[src/rtl/graphics_pixel_writer.sv]
// graphics_pixel_writer: Avalon-ST pixel sink issuing one byte-enabled Avalon-MM frame-buffer write per pixel.
// Define GRAPHICS_PIXEL_CLIP_EN to discard out-of-bounds pixels instead of writing them.
package graphics_pkg;
   localparam int COORD_DATA_WIDTH = 16;
   typedef struct packed {
      logic signed [COORD_DATA_WIDTH-1:0] x;
      logic signed [COORD_DATA_WIDTH-1:0] y;
      logic [7:0]                         color;
      logic [7:0]                         padding;
   } pixel_t;
   localparam int ST_DATA_WIDTH = $bits(pixel_t);
endpackage

module graphics_pixel_writer
   import graphics_pkg::*;
#(
   parameter int          H_RES      = 640,
   parameter int          V_RES      = 480,
   parameter logic [31:0] FB_BASE    = 32'h0,
   parameter int          FIFO_DEPTH = 4
) (
   input  logic                     clk,
   input  logic                     reset_n,
   input  logic                     st_valid,
   input  logic [ST_DATA_WIDTH-1:0] st_data,
   output logic                     st_ready,
   output logic                     mm_write,
   output logic [31:0]              mm_address,
   output logic [31:0]              mm_writedata,
   output logic [3:0]               mm_byteenable,
   input  logic                     mm_waitrequest,
   output logic                     idle
);
   localparam int AW = $clog2(FIFO_DEPTH);
   localparam int CW = COORD_DATA_WIDTH;

   pixel_t        px;
   logic          accept, push, pop, s1_keep, unused_pad;
   logic          s1_valid_q, s2_valid_q;
   logic [CW-1:0] s1_x_q, s1_y_q;
   logic [7:0]    s1_color_q, s2_color_q;
   logic [31:0]   s2_addr_q;
   logic [3:0]    s2_be_q;
   logic [19:0]   linear;
   logic [31:0]   fifo_addr [FIFO_DEPTH];
   logic [3:0]    fifo_be [FIFO_DEPTH];
   logic [7:0]    fifo_color [FIFO_DEPTH];
   logic [AW-1:0] wr_ptr_q, rd_ptr_q;
   logic [AW:0]   count_q, count_d;
   logic [AW+1:0] credit;

   assign px         = pixel_t'(st_data);
   assign unused_pad = ^px.padding;
   assign accept     = st_valid && st_ready;
   assign push       = s2_valid_q;
   assign pop        = mm_write && !mm_waitrequest;
   assign linear     = 20'({{(32-CW){1'b0}}, s1_y_q} * 32'(H_RES) + {{(32-CW){1'b0}}, s1_x_q});
   assign count_d    = count_q + (AW+1)'(push) - (AW+1)'(pop);

`ifdef GRAPHICS_PIXEL_CLIP_EN
   logic s1_oob_q, oob;
   assign oob = px.x[CW-1] || px.y[CW-1] || px.x >= CW'(H_RES) || px.y >= CW'(V_RES);
   always_ff @(posedge clk or negedge reset_n)
      if (!reset_n) s1_oob_q <= 1'b0;
      else if (accept) s1_oob_q <= oob;
   assign s1_keep = !s1_oob_q;
`else
   assign s1_keep = 1'b1;
`endif

   always_ff @(posedge clk or negedge reset_n) begin
      if (!reset_n) begin
         s1_valid_q <= 1'b0;
         s2_valid_q <= 1'b0;
         s1_x_q     <= '0;
         s1_y_q     <= '0;
         s1_color_q <= '0;
         s2_addr_q  <= '0;
         s2_be_q    <= '0;
         s2_color_q <= '0;
         wr_ptr_q   <= '0;
         rd_ptr_q   <= '0;
         count_q    <= '0;
      end else begin
         s1_valid_q <= accept;
         if (accept) begin
            s1_x_q     <= px.x;
            s1_y_q     <= px.y;
            s1_color_q <= px.color;
         end
         s2_valid_q <= s1_valid_q && s1_keep;
         if (s1_valid_q) begin
            s2_addr_q  <= FB_BASE + {12'd0, linear[19:2], 2'b00};
            s2_be_q    <= 4'b0001 << linear[1:0];
            s2_color_q <= s1_color_q;
         end
         if (push) wr_ptr_q <= wr_ptr_q + AW'(1);
         if (pop) rd_ptr_q <= rd_ptr_q + AW'(1);
         count_q <= count_d;
      end
   end

   always_ff @(posedge clk)
      if (push) begin
         fifo_addr[wr_ptr_q]  <= s2_addr_q;
         fifo_be[wr_ptr_q]    <= s2_be_q;
         fifo_color[wr_ptr_q] <= s2_color_q;
      end

   // Head entry is gated so the MM bus reads zero whenever nothing is queued.
   assign mm_write      = count_q != '0;
   assign mm_address    = mm_write ? fifo_addr[rd_ptr_q] : '0;
   assign mm_writedata  = mm_write ? {4{fifo_color[rd_ptr_q]}} : '0;
   assign mm_byteenable = mm_write ? fifo_be[rd_ptr_q] : '0;
   assign credit        = (AW+2)'(count_q) + (AW+2)'(s1_valid_q) + (AW+2)'(s2_valid_q);
   assign st_ready      = credit < (AW+2)'(FIFO_DEPTH);
   assign idle          = !s1_valid_q && !s2_valid_q && !mm_write;
endmodule
[config.mk]
export PLATFORM = sky130hd
export DESIGN_NAME = graphics_pixel_writer
export DESIGN_NICKNAME = d
export VERILOG_FILES = /design/src/rtl/graphics_pixel_writer.sv
export SDC_FILE = /design/constraint.sdc
export NUM_CORES = 1
export LEC_CHECK = 0
export CAP_MARGIN = 10
export CORE_UTILIZATION = 25
export DETAILED_ROUTE_END_ITERATION = 10
export PLACE_DENSITY_LB_ADDON = 0.3
export SYNTH_ARGS = -nofsm -noshare
export SYNTH_HDL_FRONTEND = slang
export SYNTH_SLANG_ARGS = --single-unit
[constraint.sdc]
create_clock -name clk -period 3.4 [get_ports clk]
set_input_delay 0.68 -clock clk [delete_from_list [all_inputs] [get_ports clk]]
set_output_delay 0.68 -clock clk [all_outputs]
set_load 0.005 [all_outputs]
==> metrics.md <==
| Metric | Value |
|---|---|
| Status | `complete, no violations` |
| Clk Latency, worst-skew pair | `440 ps` |
| Post-Syn Area | `0.00878 mm2` |
| Starting Density | `25.4%` |
| Area share of the leading cell type in the synthesized netlist | `41.1%` |
| Clock period minus worst slack | `3220 ps` |
| HPWL after detailed placement | `11.5 mm` |
| Number of buffers added to fix hold violations after cts | `0` |
| Wirelength, routed | `17.2 mm` |
| Number of setup violations in the final report | `0` |
| Total gr overflow | `0` |
| Ratio of cells with drive above 1 in the final layout | `23.8%` |
| Fillers | `3433` |
| Distinct cell type count after synthesis | `47` |
| Worst Path Class, Setup | `flop to output pin` |
| Max transition margin | `39.1%` |
| Sequential cell area | `0.00551 mm2` |
| Most used flip-flop cell after synthesis | `sky130_fd_sc_hd__edfxtp_1` |
| Clock input transition at the sequential cells of the worst setup and hold paths | `80 ps` |
| Kind of capture point of the worst setup path | `output pin` |
| Most frequent cells in the layout | `120 x sky130_fd_sc_hd__edfxtp_1, 96 x sky130_fd_sc_hd__clkdlybuf4s50_1, 73 x sky130_fd_sc_hd__dfrtp_1` |
| Fin. Hold Viols | `0` |
| CTS H-Tree Depth | `4` |
| CP Cell Sequence | `or3_1, nor3_1, clkdlybuf4s50_1` |
| GR met2 Demand/Resource | `16.2%` |
| Routed vias | `4543` |
| Overall fraction of global-route tracks in use | `10.1%` |
| Antenna violations before repair | `0` |
| Upper clock frequency limit | `311 MHz` |
| Most common cell after layout, fill and taps aside | `sky130_fd_sc_hd__edfxtp_1` |
| LEAKAGE | `4.00 nW` |
| Met3 usage in global routing | `2.09%` |
| Worst Clk Skew | `16.3 ps` |
| Die boundary height | `189 um` |
| Number of nets with antenna violations after detailed routing | `0` |
| Max Slew Vio Count | `0` |
| TritonCTS clock tree | `done` |
| Final RePlAce weighted congestion | `0.729` |
| Relative area change from synthesis to final layout | `23.0%` |
| Highest-delay cell along the critical path | `sky130_fd_sc_hd__or3_1` |
| Number of enable-type register cells in the synthesized netlist | `120` |
| Design Power | `0.0129 W` |
| Largest net degree at the start of global routing | `48` |
| Layout net count | `729` |
| Area of the multi-input gates | `0.00288 mm2` |
| Number of detailed-routing iterations run before antenna repair | `4` |
| Maximum cell stage delay along the critical path | `670 ps` |
| Post-route cell area | `0.0108 mm2` |
| Average wire length per cell after detail routing | `15.6 um` |
| #FFs+latches synth | `196` |
| Unrepaired setup endpoints after global routing | `yes` |
| Most Used Layer, Global Route | `met2` |
| Sink count of the clock tree | `196` |
| Met1 demand-to-capacity share in global routing | `13.5%` |
| Fraction of the cycle the final worst path needs | `94.7%` |
| I/O Buffers | `97` |
| Placeable Area | `0.0345 mm2` |
| Placement Cell Area | `0.0101 mm2` |
| Startpoint class of the critical path | `flop` |
| Power per unit of standard cell area | `1200 mW/mm2` |
| Worst-path fanout max | `14` |
| First-pass GRT wire length | `27.3 mm` |
| Post-synthesis instance total | `548` |
| DRC violation total after the first TritonRoute iteration | `255` |
| Worst vdd rail ir drop | `0.000483 V` |
| Vias per cell | `4.11` |
| Cell type with the highest aggregate area in the netlist | `sky130_fd_sc_hd__edfxtp_1` |
| Top post-synthesis cells by area | `sky130_fd_sc_hd__edfxtp_1 41%, sky130_fd_sc_hd__dfrtp_1 22%, sky130_fd_sc_hd__mux4_2 7.7%` |
| Number of buffers between clock root and the deepest sink | `2` |
| Die Footprint | `0.0359 mm2` |
| Total negative setup slack | `0 ps` |
| Sequential area share after synthesis | `62.7%` |
| Die W | `189 um` |
| Via count of the first global-routing pass | `4755` |
| CTS root buf | `sky130_fd_sc_hd__clkbuf_16` |
| Number of remaining DRC errors | `0` |
| Number of CTS-inserted buffers | `17` |
| Data required time at the worst endpoint | `2720 ps` |
| Fraction of synthesis flops using an asynchronous set or reset pin | `38.8%` |
| Number of violations of the max-capacitance limit | `0` |
| Num ports | `123` |
| Number of core rows | `68` |
| Avg Inst Size Synth | `16.0 um2` |
| Ant. Diodes | `0` |
| Least-Margin Pin Slew | `914 ps` |
| Signal arrival time at the worst endpoint | `2540 ps` |
| Count of warnings emitted by yosys | `0` |
| Class of the most critical hold timing path | `input port to async pin` |
per-stage QoR:
step / hold WS (ps) / util (%) / setup slack [ps] / std cells
finish: 266 / 31.3 / 179 / 1105
global route: 310 / 31.3 / -46.6 / 1105
CTS: 290 / 31.1 / 68.9 / 1101
detailed placement: 486 / 29.2 / 101 / 1069
global placement: 481 / 29.2 / 127 / 1069
floorplan: 384 / - / 416 / 561
synth_stat cells, drive strengths merged, types with 7 or more instances:
| master | n |
|---|---|
| a21oi | 15 |
| inv | 21 |
| xor2 | 7 |
| ha | 37 |
| mux4 | 30 |
| nand2 | 9 |
| buf | 47 |
| nor2 | 12 |
| clkbuf | 8 |
| and2 | 35 |
| o21ai | 10 |
| dfrtp | 76 |
| mux2 | 57 |
| xnor2 | 14 |
| edfxtp | 120 |
what timing repair did:
item	4_1_cts	5_1_grt
gates resized for setup	0	5
endpoints found under the setup margin	0	4
buffers inserted	0	4
worst paths after layout:
path | start | to | slack [ps] | depth (start not counted)
worst max-delay path | count_q[1] | idle | 180 | 3
worst min-delay path | reset_n | s1_y_q[4] | 270 | 1
worst max register to register | s1_y_q[1] | s2_addr_q[19] | 200 | 16
worst min register to register | s1_color_q[6] | s2_color_q[6] | 500 | 1
max in group asynchronous | reset_n | s1_color_q[5] | 2530 | 2
min in group clk | s1_color_q[6] | s2_color_q[6] | 500 | 1
where the power goes:
part	internal, W	leakage (nW)	switching, W
registers	0.00353	1.99	0.000526
clock network	0.00104	0.310	0.00109
logic	0.00368	1.71	0.00305
total	0.00825	4.00	0.00466
critical path: cells and delay by family (launching register included):
kind                   cells  cell delay (ps)
and+or+nand+nor            2             1090
buffers and inverters      1              580
DFF                        1              450
routing by layer:
layer | vias to the layer above | wire (um)
li1 | 2158 | -
met5 | - | 0
met4 | 0 | 227
met3 | 15 | 655
met2 | 102 | 8180
met1 | 2268 | 8180
layout make-up:
class | count | share of cell area, %
clock inverters | 15 | 2.12
inverters | 21 | 0.730
clock buffers | 17 | 3.94
well taps | 455 | 5.27
repair buffers | 112 | 10.2
flip-flops and latches | 196 | 51.0
multi-input cells | 289 | 26.7
cell families (layout without fill, tap and decap cells):
group | count (synthesis) | after routing | synth area share [%]
buffers and inverters | 76 | 165 | 5.25
adders and majority gates | 40 | 40 | 5.96
AOI/OAI and AO/OA | 49 | 49 | 3.74
muxes | 89 | 89 | 15.2
xor gates and xnor gates | 21 | 21 | 2.10
other | 1 | 14 | 0.0427
and+or+nand+nor | 76 | 76 | 4.95
DFF | 196 | 196 | 62.7
sequential cells by signal, summed over array words and instances, names as in the netlist:
name,cells
wr_ptr_q,2
s2_be_q,4
s1_x_q,16
count_q,3
s1_valid_q,1
s2_color_q,8
s2_addr_q,18
fifo_addr,72
s1_y_q,13
rd_ptr_q,2
push,1
s1_color_q,8
fifo_be,16
fifo_color,32
Power figures use the tool's default switching activity.
